## src/rtl/mfcc_fp_pkg.sv

```systemverilog
`default_nettype none
// ============================================================================
//  Package   : mfcc_fp_pkg
//  Purpose   : IEEE-754 single-precision field constants and a packing helper
//              shared by the MFCC floating-point datapath blocks.
//  Revision  : 1.0 - initial release
// ============================================================================
package mfcc_fp_pkg;

  localparam int          FP32_EXP_BIAS = 127;
  localparam int          FP32_MANT_W   = 23;
  localparam int          FP32_EXP_W    = 8;
  localparam logic [31:0] FP32_ZERO     = 32'h0000_0000;

  // Assemble a float32 word from its sign, biased exponent and fraction fields.
  function automatic logic [31:0] fp32_pack(input logic                   sign,
                                            input logic [FP32_EXP_W-1:0]  exp_f,
                                            input logic [FP32_MANT_W-1:0] mant_f);
    return {sign, exp_f, mant_f};
  endfunction

endpackage
`default_nettype wire

```

## src/rtl/exp_to_float_pipe_if.sv

```systemverilog
`default_nettype none
// ============================================================================
//  Interface : exp_to_float_pipe_if
//  Purpose   : Valid/ready input stream (biased exponent) and output stream
//              (float32 word) of the exponent-to-float converter.
//  Revision  : 1.0 - initial release
// ============================================================================
interface exp_to_float_pipe_if #(
  parameter int EXP_W = 8
) ();

  logic             in_valid;
  logic             in_ready;
  logic [EXP_W-1:0] exp_in;
  logic             out_valid;
  logic             out_ready;
  logic [31:0]      out_data;

  // Producer / consumer side that talks to the converter.
  modport master (
    output in_valid, exp_in, out_ready,
    input  in_ready, out_valid, out_data
  );

  // Converter side.
  modport slave (
    input  in_valid, exp_in, out_ready,
    output in_ready, out_valid, out_data
  );

endinterface
`default_nettype wire

```

## src/rtl/lod_u.sv

```systemverilog
`default_nettype none
// ============================================================================
//  Module    : lod_u
//  Purpose   : Combinational leading-one detector. Reports the index of the
//              most significant set bit of vec and whether any bit is set.
//  Revision  : 1.0 - initial release
// ============================================================================
module lod_u #(
  parameter int W     = 8,
  parameter int POS_W = (W > 1) ? $clog2(W) : 1
) (
  input  wire logic [W-1:0]     vec,
  output logic      [POS_W-1:0] pos,
  output logic                  found
);

  // Scan upward so the highest set bit is the last one to overwrite pos.
  always_comb begin
    pos   = '0;
    found = 1'b0;
    for (int i = 0; i < W; i++) begin
      if (vec[i]) begin
        pos   = POS_W'(i);
        found = 1'b1;
      end
    end
  end

endmodule
`default_nettype wire

```

## src/rtl/exp_to_float_pipe.sv

```systemverilog
`default_nettype none
// ============================================================================
//  Module    : exp_to_float_pipe
//  Purpose   : Two-stage valid/ready pipeline converting a biased exponent
//              field into the float32 value (exp_in - BIAS).
//              S1: signed subtract, magnitude and zero detection.
//              S2: leading-one normalisation and float32 packing.
//  Revision  : 1.0 - initial release
// ============================================================================
module exp_to_float_pipe
  import mfcc_fp_pkg::*;
#(
  parameter int EXP_W     = 8,
  parameter int BIAS      = 127,
  parameter int ZERO_EDGE = 1
) (
  input wire logic            clk,
  input wire logic            rst,
  exp_to_float_pipe_if.slave  bus
);

  localparam int               POS_W    = (EXP_W > 1) ? $clog2(EXP_W) : 1;
  localparam logic [EXP_W:0]   BIAS_EXT = (EXP_W+1)'(BIAS);
  localparam logic [4:0]       MANT_SH  = 5'(FP32_MANT_W);

  // Handshake
  logic                    w_s2_can_load;
  logic                    w_in_ready;

  // Stage 1 combinational inputs and registers
  logic signed [EXP_W:0]   w_d;
  logic [EXP_W-1:0]        w_mag;
  logic                    w_zero;
  logic                    r_s1_valid;
  logic                    r_s1_sign;
  logic                    r_s1_zero;
  logic [EXP_W-1:0]        r_s1_mag;

  // Stage 2 combinational inputs and registers
  logic [POS_W-1:0]        w_pos;
  logic                    w_found;
  logic [FP32_EXP_W-1:0]   w_exp8;
  logic [FP32_MANT_W-1:0]  w_mant;
  logic [31:0]             w_s2_next;
  logic                    r_s2_valid;
  logic [31:0]             r_s2_data;

  // A stage may load when empty or when its content leaves this same cycle.
  always_comb begin
    w_s2_can_load = !r_s2_valid || bus.out_ready;
    w_in_ready    = !r_s1_valid || w_s2_can_load;
  end

  assign bus.in_ready  = w_in_ready;
  assign bus.out_valid = r_s2_valid;
  assign bus.out_data  = r_s2_data;

  // S1 arithmetic: |exp_in - BIAS|, its sign, and the forced-zero condition.
  always_comb begin
    w_d   = $signed({1'b0, bus.exp_in}) - $signed(BIAS_EXT);
    w_mag = w_d[EXP_W] ? EXP_W'(-w_d) : w_d[EXP_W-1:0];
    w_zero = (w_d == '0) ||
             ((ZERO_EDGE != 0) && ((bus.exp_in == '0) || (bus.exp_in == '1)));
  end

  // Stage 1 register: valid bit plus sign/magnitude/zero payload.
  always_ff @(posedge clk) begin
    if (rst) begin
      r_s1_valid <= 1'b0;
      r_s1_sign  <= 1'b0;
      r_s1_zero  <= 1'b0;
      r_s1_mag   <= '0;
    end else if (w_in_ready) begin
      r_s1_valid <= bus.in_valid;
      if (bus.in_valid) begin
        r_s1_sign <= w_d[EXP_W];
        r_s1_zero <= w_zero;
        r_s1_mag  <= w_mag;
      end
    end
  end

  lod_u #(
    .W     (EXP_W),
    .POS_W (POS_W)
  ) u_lod (
    .vec   (r_s1_mag),
    .pos   (w_pos),
    .found (w_found)
  );

  // S2 arithmetic: exponent from the leading-one index, fraction from the bits
  // below it shifted up so the leading one lands just above bit 22 and drops off.
  always_comb begin
    w_exp8 = FP32_EXP_W'(FP32_EXP_BIAS) + FP32_EXP_W'(w_pos);
    w_mant = FP32_MANT_W'({{FP32_MANT_W{1'b0}}, r_s1_mag} << (MANT_SH - 5'(w_pos)));
    if (r_s1_zero || !w_found) begin
      w_s2_next = FP32_ZERO;
    end else begin
      w_s2_next = fp32_pack(r_s1_sign, w_exp8, w_mant);
    end
  end

  // Stage 2 register: drives the output and holds it while stalled.
  always_ff @(posedge clk) begin
    if (rst) begin
      r_s2_valid <= 1'b0;
      r_s2_data  <= '0;
    end else if (w_s2_can_load) begin
      r_s2_valid <= r_s1_valid;
      if (r_s1_valid) begin
        r_s2_data <= w_s2_next;
      end
    end
  end

endmodule
`default_nettype wire

```

## src/flat_wrapper.sv

```systemverilog
// flat-port wrapper written by rule: the top's interface ports become plain ports
module exp_to_float_pipe_flat import mfcc_fp_pkg::*;
#(
  parameter int EXP_W     = 8,
  parameter int BIAS      = 127,
  parameter int ZERO_EDGE = 1
)
  (clk, rst, bus_in_valid, bus_exp_in, bus_out_ready, bus_in_ready, bus_out_valid, bus_out_data);
  exp_to_float_pipe_if #(.EXP_W(EXP_W)) bus_i ();
  input wire logic clk;
  input wire logic rst;
  input wire logic [$bits(bus_i.in_valid)-1:0] bus_in_valid;
  input wire logic [$bits(bus_i.exp_in)-1:0] bus_exp_in;
  input wire logic [$bits(bus_i.out_ready)-1:0] bus_out_ready;
  output wire logic [$bits(bus_i.in_ready)-1:0] bus_in_ready;
  output wire logic [$bits(bus_i.out_valid)-1:0] bus_out_valid;
  output wire logic [$bits(bus_i.out_data)-1:0] bus_out_data;
  assign bus_i.in_valid = bus_in_valid;
  assign bus_i.exp_in = bus_exp_in;
  assign bus_i.out_ready = bus_out_ready;
  assign bus_in_ready = bus_i.in_ready;
  assign bus_out_valid = bus_i.out_valid;
  assign bus_out_data = bus_i.out_data;
  exp_to_float_pipe #(.EXP_W(EXP_W), .BIAS(BIAS), .ZERO_EDGE(ZERO_EDGE)) u_core (.clk(clk), .rst(rst), .bus(bus_i));
endmodule
```

## config.mk

```make
export PLATFORM = sky130hd
export DESIGN_NAME = exp_to_float_pipe_flat
export DESIGN_NICKNAME = d
export VERILOG_FILES = /design/src/rtl/mfcc_fp_pkg.sv /design/src/rtl/exp_to_float_pipe_if.sv /design/src/rtl/lod_u.sv /design/src/rtl/exp_to_float_pipe.sv /design/src/flat_wrapper.sv
export SDC_FILE = /design/constraint.sdc
export NUM_CORES = 1
export LEC_CHECK = 0
export ABC_AREA = 1
export BUFFER_PORTS_ARGS = -buffer_cell sky130_fd_sc_hd__buf_2
export CORE_MARGIN = 4
export CORE_UTILIZATION = 51
export CTS_CLUSTER_DIAMETER = 200
export DETAILED_ROUTE_END_ITERATION = 8
export PLACE_DENSITY = 0.78
export SLEW_MARGIN = 20
export SYNTH_ARGS = -nofsm -noshare
export SYNTH_HDL_FRONTEND = slang
export SYNTH_SLANG_ARGS = --single-unit
```

## constraint.sdc

```tcl
create_clock -name clk -period 2.5 [get_ports clk]
set_clock_uncertainty 0.05 [all_clocks]
set_input_delay 0.125 -clock clk [delete_from_list [all_inputs] [get_ports clk]]
set_output_delay 0.125 -clock clk [all_outputs]
set_load 0.01 [all_outputs]
```

==> metrics.yaml <==
rr_endpoint: "u_core.bus.out_data[25]"
power.density_nw_per_um2: 501
clockRootBuffer: "clkbuf_4"
dieArea_um2: 4390
drt_wl_total_um: 3280
seq_area_um2: 520
core_um2: 3150
grt_pass1_vias: 1376
clockBufferDepth: 2
yosysWarnings: 0
vias: 1577
clock.fmax_mhz: 589
path_class: "flop to flop"
ant_nets: 0
drv_slew: 0
multi_input_comb_area_um2: 980
cts_tree: "built"
end_kind: "flop"
n_antenna_cell: 0
clk_pin_slew_worst_paths_ns: 0.14
grt_first_pass_wirelength_um: 5580
synth_cell_types: 27
vias_per_cell: 4.75
grt-ovfl-total: 0
ys_ff_latch: 26
finalSetupTns_ns: 0
antenna_found_initial: 0
die_y_um: 66.3
rows: 20
syn_to_final_growth_pct: 8.17
finalHoldViolations: 0
crit_arrival_ns: 1.91
layout-drive-gt1-share_pct: 18.8
drv_cap: 0
placed_cells: 328
leakagePower_nw: 0.946
grt_max_degree: 20
hold_buffers: 0
rsz0062_at_grt: "false"
crit_path_start: "u_core.r_s1_mag[5]"
gp_congestion: 0.841
synthCells: 262
cts_made_buffers: 3
switching_power_mw: 0.317
io_buffers: 29
initial_utilization_pct: 54.9
swShare_pct: 33.8
n_fill_cell: 339
dpl.hpwl_um: 2680
drc: 0
htree_levels: 1
die_w_um: 66.3
cts_resized: 0
ff2ff_path_depth: 7
setup_viol: 0
cp_max_fo: 9
p_seq_share_pct: 48.8
period_share_pct: 67.9
clock_latency_ns: 0.32
clockPowerShare_pct: 21.8
cp-start-kind: "flop"
drt_iter0_drc: 58
ios: 46
power_frac_comb_pct: 29.4
wire_per_inst_um: 9.87
hp-class: "input port to flop"
first_pass_iters: 4
reg2reg_from: "u_core.r_s1_mag[5]"
required_ns: 2.71
postCtsSetupRepairBufs: 0
outcome: "finished clean"
netlist_area_um2: 1730
instances_no_fill: 332
cp-endpoint: "u_core.bus.out_data[25]"
postSynthAreaPerCell_um2: 6.60
track_usage_pct: 15.6
p_int_mw: 0.621
r2r_slack_ns: 0.80
clock-sinks: 26
vdd_drop_max_uv: 294
ys_seq_area_share_pct: 30.1
finalCriticalPeriod_ns: 1.70
layout.nets: 304
cell type report:
class | count | area share (%)
multi-input combinational | 193 | 52.3
inverter | 36 | 7.22
timing repair buffer | 29 | 7.75
sequential | 26 | 27.8
tap | 44 | 2.94
clock buffer | 4 | 1.94
synth_stat cells:
library cell / count / area [µm²]
nand2_1: 62 / 233
inv_1: 34 / 128
a21oi_1: 27 / 135
dfxtp_1: 26 / 521
nand3_1: 20 / 100
buf_4: 18 / 135
nor2_1: 16 / 60.1
o21ai_0: 13 / 65.1
xor2_1: 7 / 61.3
nand2_2: 5 / 31.3
nand4_1: 5 / 31.3
nand3_2: 4 / 40.0
nor2_2: 4 / 25.0
clkbuf_1: 3 / 11.3
ha_1: 3 / 37.5
inv_2: 2 / 7.51
nor2_4: 2 / 22.5
o21ai_1: 2 / 10.0
a211o_1: 1 / 8.76
a21oi_2: 1 / 8.76
a21oi_4: 1 / 16.3
a311oi_1: 1 / 8.76
buf_2: 1 / 5.00
conb_1: 1 / 3.75
nor3_2: 1 / 10.0
o21ai_2: 1 / 8.76
or2_1: 1 / 6.26
worst min-delay path by stage:
stage,end,depth (start not counted),start
3_3_place_gp,u_core.bus.out_valid,4,bus_out_ready
6_report,u_core.bus.out_valid,4,bus_out_ready
3_5_place_dp,u_core.bus.out_valid,4,bus_out_ready
5_1_grt,u_core.bus.out_valid,4,bus_out_ready
4_1_cts,u_core.bus.out_valid,4,bus_out_ready
2_1_floorplan,u_core.bus.out_valid,3,bus_out_ready
cells by family (layout without fill, tap and decap cells):
kind of cell    Yosys count  after routing  share of synthesized area [%]
simple gates            120            120                           32.3
xor+xnor                  7              7                           3.54
fa+ha+maj                 3              3                           2.17
compound gates           47             47                           15.1
buf+inv                  58             69                           16.6
other cells               1             16                          0.217
flops                    26             26                           30.1
per-layer routing:
metal	wire [µm]	GRT usage, %	vias up
met4	12	2.28	0
met3	160	3.06	2
met5	0	0	-
li1	-	-	853
met1	1460	19.1	691
met2	1650	28.4	31
layout by cell type, fill, tap and decap left out:
cell type  netlist  final
a211o_1          1      1
a21oi_1         27     27
a21oi_2          1      1
a21oi_4          1      1
a311oi_1         1      1
buf_2            1     29
clkbuf_4         0      3
clkbuf_8         0      1
conb_1           1     16
dfxtp_1         26     26
ha_1             3      3
inv_1           34     34
inv_2            2      2
nand2_1         62     62
nand2_2          5      5
nand3_1         20     20
nand3_2          4      4
nand4_1          5      5
nor2_1          16     16
nor2_2           4      4
nor2_4           2      2
nor3_2           1      1
o21ai_0         13     13
o21ai_1          2      2
o21ai_2          1      1
or2_1            1      1
xor2_1           7      7
worst max-delay path, cell delays in order, from the launching register on:
cell and delay (ns):
dfxtp_1 0.43, nor2_2 0.09, o21ai_2 0.06, nand3_2 0.17, nor2_1 0.24, ha_1 0.27
or2_1 0.22, a21oi_1 0.11
power by group through the flow:
| stage | Sequential, mW | Combinational, mW | Clock, mW |
|---|---|---|---|
| floorplan | 0.472 | 0.225 | 0 |
| global placement | 0.466 | 0.273 | 0 |
| detailed placement | 0.467 | 0.276 | 0 |
| CTS | 0.458 | 0.277 | 0.213 |
| global route | 0.461 | 0.320 | 0.230 |
| finish | 0.458 | 0.275 | 0.205 |
through the flow:
step / cell area, µm² / utilization (%) / power [mW] / hold slack (ns) / worst slack, ns
after floorplan: 1790 / - / 0.697 / 0.258 / 0.984
after global placement: 1840 / 58.2 / 0.739 / 0.360 / 0.864
after detailed placement: 1840 / 58.2 / 0.743 / 0.361 / 0.824
after CTS: 1870 / 59.4 / 0.947 / 0.0179 / 0.804
after global routing: 1870 / 59.4 / 1.01 / 0.0162 / 0.639
final: 1870 / 59.4 / 0.937 / 0.0230 / 0.804
registers in the layout, indices dropped and copies added, names as in the netlist:
register,flops
u_core.bus.out_data,14
u_core.r_s1_mag,8
u_core.bus.out_valid,1
u_core.r_s1_sign,1
u_core.r_s1_valid,1
u_core.r_s1_zero,1
Power figures use the tool's default switching activity.
